$ cat src/rtl/fetch_pkg.sv
// fetch_pkg: shared types and constants for the instruction fetch unit.
package fetch_pkg;

  localparam int          DEFAULT_DEPTH = 2;
  localparam logic [31:0] INSTR_BYTES   = 32'd4;

  typedef enum logic [1:0] {
    IDLE = 2'd0,
    REQ  = 2'd1,
    RESP = 2'd2,
    DROP = 2'd3
  } fetch_state_e;

  typedef struct packed {
    logic [31:0] pc;
    logic [31:0] instr;
  } fetch_entry_t;

endpackage

$ cat src/rtl/fetch_fifo.sv
// fetch_fifo: instruction buffer of DEPTH {pc, instr} entries (DEPTH a power
// of two). Flush wins over push/pop; push when full and pop when empty are
// ignored.
import fetch_pkg::*;

module fetch_fifo #(
  parameter int DEPTH = DEFAULT_DEPTH
) (
  input  logic                   clk,
  input  logic                   reset,
  input  logic                   push_i,
  input  logic                   pop_i,
  input  logic                   flush_i,
  input  fetch_entry_t           wdata_i,
  output fetch_entry_t           rdata_o,
  output logic [$clog2(DEPTH):0] count_o
);

  localparam int AW = $clog2(DEPTH);
  localparam int CW = AW + 1;

  fetch_entry_t  mem_q [DEPTH];
  logic [AW-1:0] wptr_q, wptr_d, rptr_q, rptr_d;
  logic [CW-1:0] count_q, count_d;
  logic          do_push, do_pop;

  assign do_push = push_i & (count_q != CW'(DEPTH));
  assign do_pop  = pop_i & (count_q != '0);
  assign rdata_o = mem_q[rptr_q];
  assign count_o = count_q;

  // Pointer and occupancy next-state; pointers wrap naturally (power-of-two depth).
  always_comb begin
    wptr_d  = wptr_q;
    rptr_d  = rptr_q;
    count_d = count_q;
    if (flush_i) begin
      wptr_d  = '0;
      rptr_d  = '0;
      count_d = '0;
    end else begin
      if (do_push) wptr_d = wptr_q + AW'(1);
      if (do_pop)  rptr_d = rptr_q + AW'(1);
      if (do_push && !do_pop) count_d = count_q + CW'(1);
      else if (!do_push && do_pop) count_d = count_q - CW'(1);
    end
  end

  // Pointer and occupancy registers.
  always_ff @(posedge clk or posedge reset) begin
    if (reset) begin
      wptr_q  <= '0;
      rptr_q  <= '0;
      count_q <= '0;
    end else begin
      wptr_q  <= wptr_d;
      rptr_q  <= rptr_d;
      count_q <= count_d;
    end
  end

  // Entry storage; head outputs are masked by the parent while empty.
  always_ff @(posedge clk) begin
    if (do_push && !flush_i) mem_q[wptr_q] <= wdata_i;
  end

endmodule

$ cat src/rtl/fetch_unit.sv
// fetch_unit: sequential instruction fetcher with one outstanding memory
// request and a small instruction buffer. Redirects flush the buffer; a
// response already in flight at a redirect is discarded in DROP.
// Define FETCH_ALIGN_CHECK_EN to add fault_o and block fetch after a
// misaligned redirect until the next aligned one.
import fetch_pkg::*;

module fetch_unit #(
  parameter int          DEPTH    = DEFAULT_DEPTH,
  parameter logic [31:0] RESET_PC = 32'h0000_0000
) (
  input  logic        clk,
  input  logic        reset,
  input  logic        redirect_i,
  input  logic [31:0] redirect_pc_i,
  output logic [31:0] instr_o,
  output logic [31:0] instr_pc_o,
  output logic        instr_valid_o,
  input  logic        instr_ready_i,
  output logic        mem_req_o,
  output logic [31:0] mem_addr_o,
  input  logic        mem_gnt_i,
  input  logic        mem_rvalid_i,
  input  logic [31:0] mem_rdata_i
`ifdef FETCH_ALIGN_CHECK_EN
  ,
  output logic        fault_o
`endif
);

  localparam int CW = $clog2(DEPTH) + 1;

  fetch_state_e  state_q, state_d, go_st;
  logic [31:0]   fetch_pc_q, fetch_pc_d;
  logic          push, pop;
  logic [CW-1:0] count, occ_after;
  fetch_entry_t  head, wentry;
  logic          fault_blk, fault_nxt;

`ifdef FETCH_ALIGN_CHECK_EN
  logic fault_q, fault_d;
  logic bad_redir;

  assign bad_redir = redirect_i & (redirect_pc_i[1:0] != 2'b00);
  assign fault_d   = redirect_i ? bad_redir : fault_q;

  // Sticky fault: set by a misaligned redirect, cleared by an aligned one.
  always_ff @(posedge clk or posedge reset) begin
    if (reset) fault_q <= 1'b0;
    else       fault_q <= fault_d;
  end

  assign fault_blk = fault_q;
  assign fault_nxt = fault_d;
  assign fault_o   = fault_q;
`else
  logic unused_pc_lo;
  assign unused_pc_lo = ^redirect_pc_i[1:0];
  assign fault_blk    = 1'b0;
  assign fault_nxt    = 1'b0;
`endif

  assign instr_valid_o = (count != '0);
  assign instr_o       = instr_valid_o ? head.instr : '0;
  assign instr_pc_o    = instr_valid_o ? head.pc : '0;
  assign mem_req_o     = (state_q == REQ);
  assign mem_addr_o    = fetch_pc_q;

  // A redirect flushes the buffer, so it also suppresses the pop.
  assign pop       = instr_valid_o & instr_ready_i & ~redirect_i;
  assign occ_after = count + CW'(1) - CW'(pop);
  assign wentry    = '{pc: fetch_pc_q - INSTR_BYTES, instr: mem_rdata_i};
  // Where to go once no response is pending after a redirect.
  assign go_st     = fault_nxt ? IDLE : REQ;

  fetch_fifo #(.DEPTH(DEPTH)) u_fifo (
    .clk     (clk),
    .reset   (reset),
    .push_i  (push),
    .pop_i   (pop),
    .flush_i (redirect_i),
    .wdata_i (wentry),
    .rdata_o (head),
    .count_o (count)
  );

  // Fetch FSM next state; redirect overrides the normal flow and any push.
  always_comb begin
    state_d    = state_q;
    fetch_pc_d = fetch_pc_q;
    push       = 1'b0;
    case (state_q)
      IDLE: if (!fault_blk && (count < CW'(DEPTH) || pop)) state_d = REQ;
      REQ: if (mem_gnt_i) begin
        fetch_pc_d = fetch_pc_q + INSTR_BYTES;
        state_d    = RESP;
      end
      RESP: if (mem_rvalid_i) begin
        push    = 1'b1;
        state_d = (occ_after < CW'(DEPTH)) ? REQ : IDLE;
      end
      DROP: if (mem_rvalid_i) state_d = fault_blk ? IDLE : REQ;
      default: state_d = IDLE;
    endcase
    if (redirect_i) begin
      push       = 1'b0;
      fetch_pc_d = {redirect_pc_i[31:2], 2'b00};
      case (state_q)
        IDLE:    state_d = go_st;
        REQ:     state_d = mem_gnt_i ? DROP : go_st;
        RESP:    state_d = mem_rvalid_i ? go_st : DROP;
        DROP:    state_d = mem_rvalid_i ? go_st : DROP;
        default: state_d = IDLE;
      endcase
    end
  end

  // FSM state and fetch address registers.
  always_ff @(posedge clk or posedge reset) begin
    if (reset) begin
      state_q    <= IDLE;
      fetch_pc_q <= RESET_PC;
    end else begin
      state_q    <= state_d;
      fetch_pc_q <= fetch_pc_d;
    end
  end

endmodule

$ cat config.mk
export PLATFORM = sky130hd
export DESIGN_NAME = fetch_unit
export DESIGN_NICKNAME = d
export VERILOG_FILES = /design/src/rtl/fetch_pkg.sv /design/src/rtl/fetch_fifo.sv /design/src/rtl/fetch_unit.sv
export SDC_FILE = /design/constraint.sdc
export NUM_CORES = 1
export LEC_CHECK = 0
export BUFFER_PORTS_ARGS = -buffer_cell sky130_fd_sc_hd__buf_2
export CORE_UTILIZATION = 45
export CTS_BUF_LIST = sky130_fd_sc_hd__clkbuf_16
export DETAILED_ROUTE_END_ITERATION = 8
export GPL_TIMING_DRIVEN = 1
export HOLD_SLACK_MARGIN = 0.08
export PLACE_DENSITY = 0.74
export RECOVER_POWER = 25
export SYNTH_ARGS = -nofsm -noshare
export SYNTH_HDL_FRONTEND = slang
export SYNTH_SLANG_ARGS = --single-unit
$ cat constraint.sdc
create_clock -name clk -period 4.2 [get_ports clk]
set_input_delay 0.42 -clock clk [delete_from_list [all_inputs] [get_ports clk]]
set_output_delay 0.42 -clock clk [all_outputs]
set_load 0.03 [all_outputs]
==> metrics.md, run 1 <==
| Metric | Value |
|---|---|
| Status | `complete, but fails checks` |
| Failing checks | `max-capacitance violations, max-slew violations` |
| Layout Nets | `just over 800` |
| Post-synthesis sequential area ratio | `roughly 62%` |
| Clock share of power | `33.8%` |
| Routed Antenna Nets | `0` |
| Worst-path maximum fanout | `37` |
| Logic gate share of total power | `between 20% and 30%` |
| Worst hold slack | `roughly 180 ps` |
| GRT Resource Usage Total | `19.4%` |
| # Post-CTS Setup Buffers | `0` |
| Relative slew slack | `-36.7%` |
| Slew @ Worst Pin | `2050 ps` |
| Global-route wire length before repair | `24700 microns` |
| Min-Delay Path Depth | `1` |
| Row Count | `between 40 and 50` |
| CP startpoint kind | `register` |
| Synthesized area | `7440 sq um` |
| Post-CTS resize count | `0` |
| Vias in the first global route | `4916` |
| PortBufs | `161` |
| CTS Sinks | `160` |
| P_int | `3.03 mW` |
| Clk slew on worst S/H paths | `~60 ps` |
| CP Launch Point | `u_fifo.count_o[0]$_DFFE_PP0P_` |
| Setup crit end | `instr_o[28]` |
| R2r startpoint | `mem_addr_o[2]$_DFFE_PP0P_` |
| Most common cell after layout, fill and taps aside | `buf_2` |
| Die Footprint | `17000 sq um` |
| TritonCTS clock tree | `done` |
| EDFF count, synth | `roughly 120` |
| Synth-to-layout area growth | `20.0%` |
| Seq pwr share | `43.2%` |
| WL per Instance | `16.4 microns` |
| Total wire length | `16000 microns` |
| Main combinational cell family by area after synthesis | `simple AND/OR/NAND/NOR gates` |
| Top-area cell type share of the netlist area | `about 50%` |
| Psw | `1.43 mW` |
| Period utilisation layout | `65.5%` |
| CTS Buf Count | `17` |
| Top_reg_cell synth | `edfxtp_1` |
| Setup violations, final | `0` |
| Gpl congestion | `0.832` |
| Final Hold Fails | `0` |
| Cells after Synth | `between 600 and 700` |
| DP HPWL | `10800 microns` |
| Critical path class | `reg2out` |
| Dpl cells | `around 950` |
| Via/cell ratio | `roughly 5.3` |
| Leakage | `3.31 nW` |
| Maximum vdd ir drop | `263 uV` |
| Req. time, crit path | `3780 ps` |
| Critical R2R Capture | `u_fifo.mem_q[1][62]$_DFFE_PP_` |
| Die width | `131 microns` |
| Clk_lat worst skew | `420 ps` |
| Initial core utilization | `a little under half` |
| Min-delay worst type | `in2reg` |
| Synth Area in XOR/XNOR | `about 4.7%` |
| Synth Area in Adders | `less than 1%` |
| Crit end category | `primary output` |
| Arrival time at the worst endpoint | `2330 ps` |
| Top post-synthesis cells by area | `edfxtp_1, dfrtp_1, mux2i_1` |
| Largest net degree at the start of global routing | `64` |
| Worst R2R Path Depth | `6` |
| Core box area | `~16000 sq um` |
| RSZ-0062 raised after global routing | `false` |
| Initial drt markers | `318` |
| R2r setup slk | `1570 ps` |
| Mux cell area share after synthesis | `roughly 8.5%` |
| Commonest cells after routing, fill and taps aside | `buf_2, edfxtp_1, nor2_1` |
| F_max | `363 MHz` |
| Netlist cell types | `46` |
| Max-slew violation count | `37` |
| Initial antenna violation count | `0` |
| CTS Root Cell | `clkbuf_16` |
| CTS Hold Bufs | `0` |
| Diodes inserted | `0` |
| Filler Cell Count | `about 1400` |
| Sw Share | `32.0%` |
| Fin cells | `977` |
| DRT Pass-1 Iters | `5` |
| Power per cell area | `approximately 500 nW/um^2` |
| Via count | `5223` |
| Synth Register Bits | `160` |
| Max Cap Viol | `1` |
| Simple-gate share of the synthesized area | `between 10% and 20%` |
| Final min period | `2750 ps` |
| Syn Area/Cell | `approximately 12 sq um` |
| Area leader, netlist | `edfxtp_1` |
| YS warnings | `0` |
| Layout cells sized above 1 | `24.4%` |
| Setup TNS | `0 ps` |
| Die Height | `~130 microns` |
| Synth Area in Compound Gates | `4.64%` |
| Gr ovfl total | `0` |
| H-Tree Depth | `4` |
| Ys async rst share | `22.5%` |
| Clk buf depth | `2` |
| Clk_skew | `around 9.5 ps` |
| DRC errors left | `0` |
| Io pins | `168` |
final cells by class:
class | count | area [sq um] | area share [%]
well taps | 216 | 270 | 3.03
multi-input cells | 389 | 2550 | 28.6
flip-flops and latches | 160 | 4630 | 51.9
clock buffers | 17 | 425 | 4.77
inverters | 11 | 41.3 | 0.463
clock inverters | 15 | 154 | 1.72
repair buffers | 169 | 853 | 9.56
routing by layer:
layer	wire length [microns]	share of wire (%)	track usage [%]	up-vias
met5	0	0	0	-
met4	236	1.5	8.32	0
met3	865	5.4	3.54	21
met2	7880	49	32.2	190
met1	7000	44	24.9	2507
li1	-	-	-	2505
how the worst min path moves through the flow:
stage	startpoint	endpoint	slack [ps]
final	mem_rdata_i[2]	u_fifo.mem_q[0][2]$_DFFE_PP_	180
after detailed placement	reset	mem_addr_o[12]$_DFFE_PP0P_	560
after global routing	mem_rdata_i[2]	u_fifo.mem_q[0][2]$_DFFE_PP_	170
after floorplan	mem_rvalid_i	state_q[1]$_DFFE_PP0P_	520
after global placement	reset	mem_addr_o[15]$_DFFE_PP0P_	560
after CTS	reset	mem_addr_o[10]$_DFFE_PP0P_	110
flip-flops by register name, summed over array words and instances (netlist names):
register / cells
u_fifo.mem_q: 124
u_fifo.wptr_q: 1
u_fifo.rptr_q: 1
mem_addr_o: 30
state_q: 2
u_fifo.count_o: 2
critical path: stages (launching register included):
cell     delay (ps)
dfrtp_1         380
inv_1           110
ha_2            680
buf_4           430
nor2_1          100
buf_2           190
through the flow:
step	util [%]	cell area [sq um]	setup slack (ps)	total power, mW
global placement	52.3	8370	1690	2.96
finish	55.8	8920	1450	4.45
global route	55.8	8920	1250	4.65
floorplan	-	7450	14.8	2.67
detailed placement	52.3	8370	1610	2.99
CTS	55.9	8950	1370	4.49
kinds of logic (layout without fill, tap and decap cells):
| logic type | after synthesis | in the layout |
|---|---|---|
| other cells | 1 | 4 |
| compound gates | 53 | 53 |
| simple gates | 225 | 225 |
| buf+inv | 61 | 212 |
| xor+xnor | 40 | 40 |
| flops | 160 | 160 |
| mux | 63 | 63 |
| fa+ha+maj | 4 | 4 |
power by group through the flow:
stage / clock network (mW) / registers [mW] / logic, mW
4_1_cts: 1.53 / 1.92 / 1.04
6_report: 1.50 / 1.92 / 1.03
5_1_grt: 1.61 / 1.94 / 1.11
3_5_place_dp: 0 / 1.95 / 1.04
3_3_place_gp: 0 / 1.95 / 1.02
2_1_floorplan: 0 / 1.90 / 0.768
synth_stat cells, types with 4 or more instances:
library cell,instances
ha_1,4
xnor2_1,12
o211ai_1,5
o21ai_0,14
xor2_1,28
nor4_1,11
nand4_1,8
edfxtp_1,124
a31oi_1,15
nor2_1,89
inv_1,10
dfrtp_1,36
nand3_1,13
and3_1,5
buf_1,7
buf_4,8
nor3_1,10
clkbuf_1,29
mux2i_1,63
o31ai_1,14
nand2_1,39
or3_1,5
or4_1,22
(Power assumes the default switching activity.)
==> run 2: changes to the inputs <==
--- a/config.mk
+++ b/config.mk
@@ -5,13 +5,14 @@
 export SDC_FILE = /design/constraint.sdc
 export NUM_CORES = 1
 export LEC_CHECK = 0
+export ABC_AREA = 1
 export BUFFER_PORTS_ARGS = -buffer_cell sky130_fd_sc_hd__buf_2
 export CORE_UTILIZATION = 45
 export CTS_BUF_LIST = sky130_fd_sc_hd__clkbuf_16
 export DETAILED_ROUTE_END_ITERATION = 8
 export GPL_TIMING_DRIVEN = 1
 export HOLD_SLACK_MARGIN = 0.08
-export PLACE_DENSITY = 0.74
+export PLACE_DENSITY = 0.71
 export RECOVER_POWER = 25
 export SYNTH_ARGS = -nofsm -noshare
 export SYNTH_HDL_FRONTEND = slang
==> constraint.sdc (replaced) <==
create_clock -name clk -period 2.7 [get_ports clk]
set_input_delay 0.27 -clock clk [delete_from_list [all_inputs] [get_ports clk]]
set_output_delay 0.27 -clock clk [all_outputs]
set_load 0.03 [all_outputs]
==> run 2 against run 1 <==
Against the previous run:
- worst setup slack got worse by 1100 ps
- synthesized cell count increased by 49%
- largest cell class unchanged
- routed wire length increased by 20%
- die area increased by 7.4%
- core utilization increased by 1.4 points
- power increased by 110%
- largest power group is now combinational logic
- the run now ends clean
- cell count increased by 36%
- sequential power increased by 72%
- critical path type unchanged
- global-route usage increased by 2.0 points
- worst hold slack got worse by 71 ps
- highest routed layer unchanged
==> metrics.md, run 2 <==
| Metric | Value |
|---|---|
| Status | `complete, no violations` |
| Clk buf depth | `2 (unchanged)` |
| PortBufs | `161 (unchanged)` |
| R2r startpoint | `u_fifo.count_o[0]$_DFFE_PP0P_` |
| CTS Buf Count | `17 (unchanged)` |
| H-Tree Depth | `4 (unchanged)` |
| DRT Pass-1 Iters | `5 (unchanged)` |
| Area leader, netlist | `edfxtp_1` |
| Sw Share | `42.1% (+10 points)` |
| Die Height | `135 microns (+3.6%)` |
| Vias in the first global route | `6179 (+26%)` |
| Setup TNS | `0 ps (unchanged)` |
| Routed Antenna Nets | `0 (unchanged)` |
| Initial antenna violation count | `0 (unchanged)` |
| Clk_skew | `9.99 ps (+0.538 ps)` |
| Setup crit end | `instr_o[30]` |
| GRT Resource Usage Total | `21.4% (+2.0 points)` |
| Top_reg_cell synth | `edfxtp_1` |
| Fin cells | `1326 (+36%)` |
| CTS Root Cell | `clkbuf_16` |
| RSZ-0062 raised after global routing | `false` |
| # Post-CTS Setup Buffers | `0 (unchanged)` |
| Req. time, crit path | `2430 ps (-1350 ps)` |
| YS warnings | `0 (unchanged)` |
| Commonest cells after routing, fill and taps aside | `nor2_1, nand2_1, buf_2` |
| Dpl cells | `1263 (+34%)` |
| Slowest-stage cell, CP | `dfrtp_2` |
| Via count | `6627 (+27%)` |
| Gr ovfl total | `0 (unchanged)` |
| Leading cell type by number of instances after synthesis | `nor2_1` |
| Final min period | `2360 ps` |
| Gpl congestion | `0.869 (+4.4%)` |
| Worst-path maximum fanout | `34 (-8.1%)` |
| Seq pwr share | `35.6% (-7.6 points)` |
| Largest net degree at the start of global routing | `63 (-1.6%)` |
| DRC errors left | `0 (unchanged)` |
| Maximum vdd ir drop | `528 uV (+100%)` |
| Clk_lat worst skew | `420 ps (about the same)` |
| TritonCTS clock tree | `done` |
| Min-delay worst type | `in2reg` |
| Clock share of power | `25.7% (-8.1 points)` |
| Initial drt markers | `352 (+11%)` |
| Relative slew slack | `26.3% (+63 points)` |
| Io pins | `168 (unchanged)` |
| Setup violations, final | `0 (unchanged)` |
| Synthesized area | `8000 sq um (+7.5%)` |
| P_int | `5.38 mW (+78%)` |
| Diodes inserted | `0 (unchanged)` |
| Critical path class | `reg2out` |
| Total wire length | `19200 microns (+20%)` |
| EDFF count, synth | `124 (unchanged)` |
| DP HPWL | `13100 microns (+22%)` |
| Period utilisation layout | `87.6%` |
| Cells after Synth | `903 (+49%)` |
| Layout cells sized above 1 | `18.9% (-5.5 points)` |
| Max-slew violation count | `0 (-100%)` |
| Synth Register Bits | `160 (unchanged)` |
| Worst R2R Path Depth | `6 (unchanged)` |
| R2r setup slk | `550 ps (-1020 ps)` |
| Crit path cell chain | `buf_4 -> o21ai_0 -> nor2_1 -> buf_2` |
| Die Footprint | `18300 sq um (+7.4%)` |
| Number of flip-flops in the largest register | `124 (unchanged)` |
| Max incr delay on CP | `750 ps (+70 ps)` |
| Arrival time at the worst endpoint | `2090 ps (-240 ps)` |
| Top post-synthesis cells by area | `edfxtp_1, dfrtp_1, nor2_1` |
| WL per Instance | `14.5 microns (-12%)` |
| Synth-to-layout area growth | `24.1%` |
| CTS Sinks | `160 (unchanged)` |
| Critical R2R Capture | `u_fifo.mem_q[1][60]$_DFFE_PP_` |
| Max Cap Viol | `0 (-1)` |
| Top-area cell type share of the netlist area | `46.6% (-3.5 points)` |
| Most frequent cells after synthesis | `nor2_1, nand2_1, edfxtp_1, o21ai_0, inv_1` |
| Buf/Inv on CP | `2 (-1)` |
| Row Count | `48 (+4.3%)` |
| CP startpoint kind | `register` |
| Core box area | `17400 sq um (+8.5%)` |
| Worst path top cell family by delay | `flip-flops` |
| Crit end category | `primary output` |
| Leakage | `4.28 nW (+29%)` |
| Initial core utilization | `46.1% (-0.40 points)` |
| Most flop-heavy register | `u_fifo.mem_q` |
| Die width | `135 microns (+3.6%)` |
| Layout Nets | `1164 (+42%)` |
| Global-route wire length before repair | `30000 microns (+22%)` |
| Post-synthesis sequential area ratio | `57.8% (-4.4 points)` |
| Final Hold Fails | `0 (unchanged)` |
| Ys async rst share | `22.5% (unchanged)` |
| Clk slew on worst S/H paths | `70 ps (about the same)` |
| CP Launch Point | `u_fifo.rptr_q$_DFFE_PP0P_` |
| F_max | `approximately 420 MHz` |
| Slew @ Worst Pin | `1110 ps (-944 ps)` |
| Logic gate share of total power | `38.6% (+16 points)` |
| Via/cell ratio | `5.00 (-6.5%)` |
| Power per cell area | `937 nW/um^2 (+88%)` |
| Psw | `3.91 mW (+170%)` |
| Instance count on the critical path | `4 (-1)` |
| Netlist cell types | `36 (-22%)` |
| Syn Area/Cell | `8.86 sq um (-28%)` |
| Most common cell after layout, fill and taps aside | `nor2_1` |
run 2: cell count changes in the layout (fill, tap and decap cells not counted), moves of 14 or more:
cell,delta
a21oi_1,+15
dlygate4sd3_1,+33
inv_1,+50
mux2i_1,-63
nand2_1,+151
nand3_1,+29
nor2_1,+135
o21ai_0,+70
o31ai_1,-14
or4_1,-22
run 2: final cells by class:
class	count	area [sq um]
sequential	160	4630
multi-input combinational	637	2940
clock buffer	17	425
timing repair buffer	207	1240
inverter	67	253
clock inverter	13	163
fill	1569	7430
tap	225	282
run 2: logic make-up after synthesis:
family / share of synthesized area (%)
compound gates: 7.43
xor+xnor: 2.52
fa+ha+maj: 0.626
buf+inv: 5.55
flops: 57.8
other cells: 0.0469
simple gates: 26.0
run 2: routing by layer:
metal  vias up  GRT usage, %  share of wire (%)
met5         -             0                  0
met2       223          36.5                 49
met4         0          8.05                1.4
li1       3340             -                  -
met3        19          4.15                5.7
met1      3045          26.8                 44
run 2: stage by stage:
stage	utilization, %	hold slack, ps	power (mW)	area, sq um	setup WS, ps
finish	57.2	113	9.30	9930	335
global route	57.2	97.5	9.83	9930	150
global placement	52.2	432	6.87	9060	381
CTS	57.5	89.9	9.40	9980	305
floorplan	-	369	5.80	8020	-428
detailed placement	52.2	418	6.95	9060	338
run 2: power groups by stage:
| stage | clock (mW) | sequential [mW] | combinational [mW] |
|---|---|---|---|
| after floorplan | 0 | 3.43 | 2.38 |
| final | 2.39 | 3.31 | 3.59 |
| after detailed placement | 0 | 3.36 | 3.59 |
| after global routing | 2.55 | 3.35 | 3.93 |
| after global placement | 0 | 3.35 | 3.52 |
| after CTS | 2.45 | 3.31 | 3.64 |
run 2: worst reg2reg max path, stage by stage (launching register included):
cell     delay, ps
dfrtp_1        350
inv_1           90
ha_1           220
nor4_2         410
inv_1          220
nor2_4         150
buf_12         310
run 2: what timing repair did:
item | 4_1_cts | 5_1_grt
hold endpoints to repair | 81 | 0
endpoints found under the setup margin | 41 | 0
hold buffers | 33 | 0
resized for setup | 1 | 0
run 2: how the worst min path moves through the flow:
stage | start | to | slack, ps | cells after the start
2_1_floorplan | mem_rdata_i[0] | u_fifo.mem_q[0][0]$_DFFE_PP_ | 370 | 0
3_3_place_gp | reset | state_q[0]$_DFFE_PP0P_ | 430 | 2
3_5_place_dp | reset | state_q[0]$_DFFE_PP0P_ | 420 | 2
4_1_cts | redirect_pc_i[3] | mem_addr_o[3]$_DFFE_PP0P_ | 90 | 3
5_1_grt | redirect_pc_i[3] | mem_addr_o[3]$_DFFE_PP0P_ | 100 | 3
6_report | redirect_pc_i[3] | mem_addr_o[3]$_DFFE_PP0P_ | 110 | 3
==> run 3: changes to the inputs <==
--- a/config.mk
+++ b/config.mk
@@ -7,12 +7,12 @@
 export LEC_CHECK = 0
 export ABC_AREA = 1
 export BUFFER_PORTS_ARGS = -buffer_cell sky130_fd_sc_hd__buf_2
-export CORE_UTILIZATION = 45
+export CORE_UTILIZATION = 50
 export CTS_BUF_LIST = sky130_fd_sc_hd__clkbuf_16
 export DETAILED_ROUTE_END_ITERATION = 8
 export GPL_TIMING_DRIVEN = 1
 export HOLD_SLACK_MARGIN = 0.08
-export PLACE_DENSITY = 0.71
+export PLACE_DENSITY = 0.77
 export RECOVER_POWER = 25
 export SYNTH_ARGS = -nofsm -noshare
 export SYNTH_HDL_FRONTEND = slang
==> run 3 against run 2 <==
Against the previous run:
- the run now ends with max-capacitance violations, max-slew violations left
- via count rose by 0.57%
- first-iteration DRC count is 7.4% higher
- cell count is 1.1% lower
- count of clock-buffer cells in the layout unchanged
- non-clock buffer count fell by 1
- core utilization increased by 7.2 points
- routed wire length fell by 1.4%
- critical path type unchanged
==> metrics.md, run 3 (synthesis results as in run 2) <==
| Metric | Value |
|---|---|
| Diodes inserted | `0 (unchanged)` |
| Clk_lat worst skew | `420 ps (about the same)` |
| CP most frequent cell | `nor2_1` |
| Worst-path maximum fanout | `25 (-26%)` |
| Setup violations, final | `0 (unchanged)` |
| Worst hold slack | `131 ps (+18.2 ps)` |
| Post-CTS resize count | `0 (-1)` |
| Power per cell area | `937 nW/um^2 (about the same)` |
| DRC errors left | `0 (unchanged)` |
| Failing checks | `max-capacitance violations, max-slew violations` |
| Total Power | `9.31 mW (+0.11%)` |
| CTS Buf Count | `17 (unchanged)` |
| Max Cap Viol | `1 (+1)` |
| Critical path class | `reg2out` |
| Core box area | `15400 sq um (-11%)` |
| Setup slack after layout | `406 ps (+70.9 ps)` |
| Dpl cells | `1248 (-1.2%)` |
| CTS Root Cell | `clkbuf_16` |
| RSZ-0062 raised after global routing | `false` |
| Period utilisation layout | `85.0% (-2.6 points)` |
| Largest net degree at the start of global routing | `63 (unchanged)` |
| Placed cell area | `9030 sq um (-0.28%)` |
| Initial antenna violation count | `0 (unchanged)` |
| Psw | `3.87 mW (-1.2%)` |
| H-Tree Depth | `4 (unchanged)` |
| Number of flip-flops in the largest register | `124 (unchanged)` |
| Clk_skew | `10.9 ps (+0.871 ps)` |
| WL per Instance | `14.4 microns (-0.30%)` |
| Die Footprint | `16500 sq um (-9.9%)` |
| Buf/Inv on CP | `3 (+1)` |
| Filler Cell Count | `1350 (-14%)` |
| Slew @ Worst Pin | `1600 ps (+494 ps)` |
| Layout Nets | `1163 (-0.086%)` |
| DRT Pass-1 Iters | `7 (+2)` |
| CTS Hold Bufs | `33 (unchanged)` |
| Gr ovfl total | `0 (unchanged)` |
| Clk buf depth | `2 (unchanged)` |
| Die width | `128 microns (-5.1%)` |
| Crit end category | `primary output` |
| FF+latch area | `4630 sq um (unchanged)` |
| Max incr delay on CP | `560 ps (-190 ps)` |
| Initial core utilization | `51.8% (+5.8 points)` |
| R2r setup slk | `590 ps (+40 ps)` |
| PortBufs | `161 (unchanged)` |
| Maximum vdd ir drop | `500 uV (-5.3%)` |
| Routed Antenna Nets | `0 (unchanged)` |
| F_max | `436 MHz (+3.1%)` |
| Global-route wire length before repair | `30100 microns (about the same)` |
| Arrival time at the worst endpoint | `2020 ps (-70 ps)` |
| Clock share of power | `26.1% (+0.4 points)` |
| Row Count | `45 (-6.3%)` |
| GRT Resource Usage Total | `23.7% (+2.3 points)` |
| Final Hold Fails | `0 (unchanged)` |
| Most flop-heavy register | `u_fifo.mem_q` |
| Seq pwr share | `35.5% (about the same)` |
| Gpl congestion | `0.889 (+2.4%)` |
| TritonCTS clock tree | `done` |
| Clk slew on worst S/H paths | `60 ps (about the same)` |
| Initial drt markers | `378 (+7.4%)` |
| Final min period | `2290 ps (-70.9 ps)` |
| Vias in the first global route | `6268 (+1.4%)` |
| CP startpoint kind | `register` |
| Total wire length | `18900 microns (-1.4%)` |
| Req. time, crit path | `2430 ps (about the same)` |
| Layout cells sized above 1 | `19.8% (+0.91 points)` |
| Crit path cell chain | `inv_2 -> buf_12 -> nor2_1 -> nor2_1 -> buf_2` |
| Most common cell after layout, fill and taps aside | `nor2_1` |
| Min-delay worst type | `in2reg` |
| Worst path top cell family by delay | `buffers and inverters` |
| Fin cells | `1312 (-1.1%)` |
| Slowest-stage cell, CP | `dfrtp_2` |
| Sw Share | `41.5% (-0.56 points)` |
| Commonest cells after routing, fill and taps aside | `nor2_1, nand2_1, buf_2` |
| Setup slack after placement | `632 ps (+294 ps)` |
| Via count | `6665 (+0.57%)` |
| DP HPWL | `12700 microns (-3.8%)` |
| Logic gate share of total power | `38.4% (-0.2 points)` |
| CTS Sinks | `160 (unchanged)` |
| Finished Cell Area | `9930 sq um (about the same)` |
| Relative slew slack | `-6.63% (-33 points)` |
| Die Height | `128 microns (-5.1%)` |
| Area occupied by multi-input gates | `2940 sq um (about the same)` |
| Synth-to-layout area growth | `24.1% (about the same)` |
| Max-slew violation count | `28 (+28)` |
| Io pins | `168 (unchanged)` |
| Leakage | `4.32 nW (+0.84%)` |
| Status | `complete, but fails checks` |
| # Post-CTS Setup Buffers | `0 (unchanged)` |
| Via/cell ratio | `5.08 (+1.6%)` |
| P_int | `5.44 mW (+1.1%)` |
-- run 3: layer usage --
metal	global-route usage (%)	share of wire, %	vias up
met4	10.0	2.4	0
met5	0	0	-
li1	-	-	3338
met3	5.16	7.3	35
met2	39.7	47	285
met1	29.8	43	3007
-- run 3: worst paths after layout --
| path | startpoint | end | cells past startpoint |
|---|---|---|---|
| worst max-delay path | u_fifo.rptr_q$_DFFE_PP0P_ | instr_o[20] | 5 |
| worst min-delay path | redirect_pc_i[3] | mem_addr_o[3]$_DFFE_PP0P_ | 3 |
| worst max register to register | mem_addr_o[2]$_DFFE_PP0P_ | u_fifo.mem_q[1][58]$_DFFE_PP_ | 8 |
| worst min register to register | u_fifo.count_o[0]$_DFFE_PP0P_ | u_fifo.count_o[0]$_DFFE_PP0P_ | 3 |
| max in group asynchronous | reset | mem_addr_o[31]$_DFFE_PP0P_ | 4 |
| min in group asynchronous | reset | u_fifo.wptr_q$_DFFE_PP0P_ | 3 |
-- run 3: layout make-up --
type,count,area share [%]
Clock buffer,17,4.28
Clock inverter,14,1.78
Inverter,67,2.53
Multi-Input combinational cell,637,29.6
Sequential cell,160,46.6
Tap cell,211,2.66
Timing Repair Buffer,206,12.5
-- run 3: per-stage QoR --
step                utilization [%]  TNS, ps
floorplan                         -   -53120
global placement               58.5        0
detailed placement             58.5        0
CTS                            64.6        0
global route                   64.4        0
finish                         64.4        0
-- run 3: worst register-to-register path: cells and delay by family (launching register included) --
family	cells	cell delay, ps
adders and majority gates	1	260
and+or+nand+nor	5	760
DFF	1	410
buffers and inverters	1	240
xor gates and xnor gates	1	170
-- run 3: power by group through the flow --
| stage | logic (mW) | registers, mW | clock network (mW) |
|---|---|---|---|
| 6_report | 3.57 | 3.31 | 2.43 |
| 2_1_floorplan | 2.38 | 3.43 | 0 |
| 5_1_grt | 3.92 | 3.34 | 2.58 |
| 3_3_place_gp | 3.49 | 3.34 | 0 |
| 3_5_place_dp | 3.55 | 3.34 | 0 |
| 4_1_cts | 3.60 | 3.30 | 2.47 |
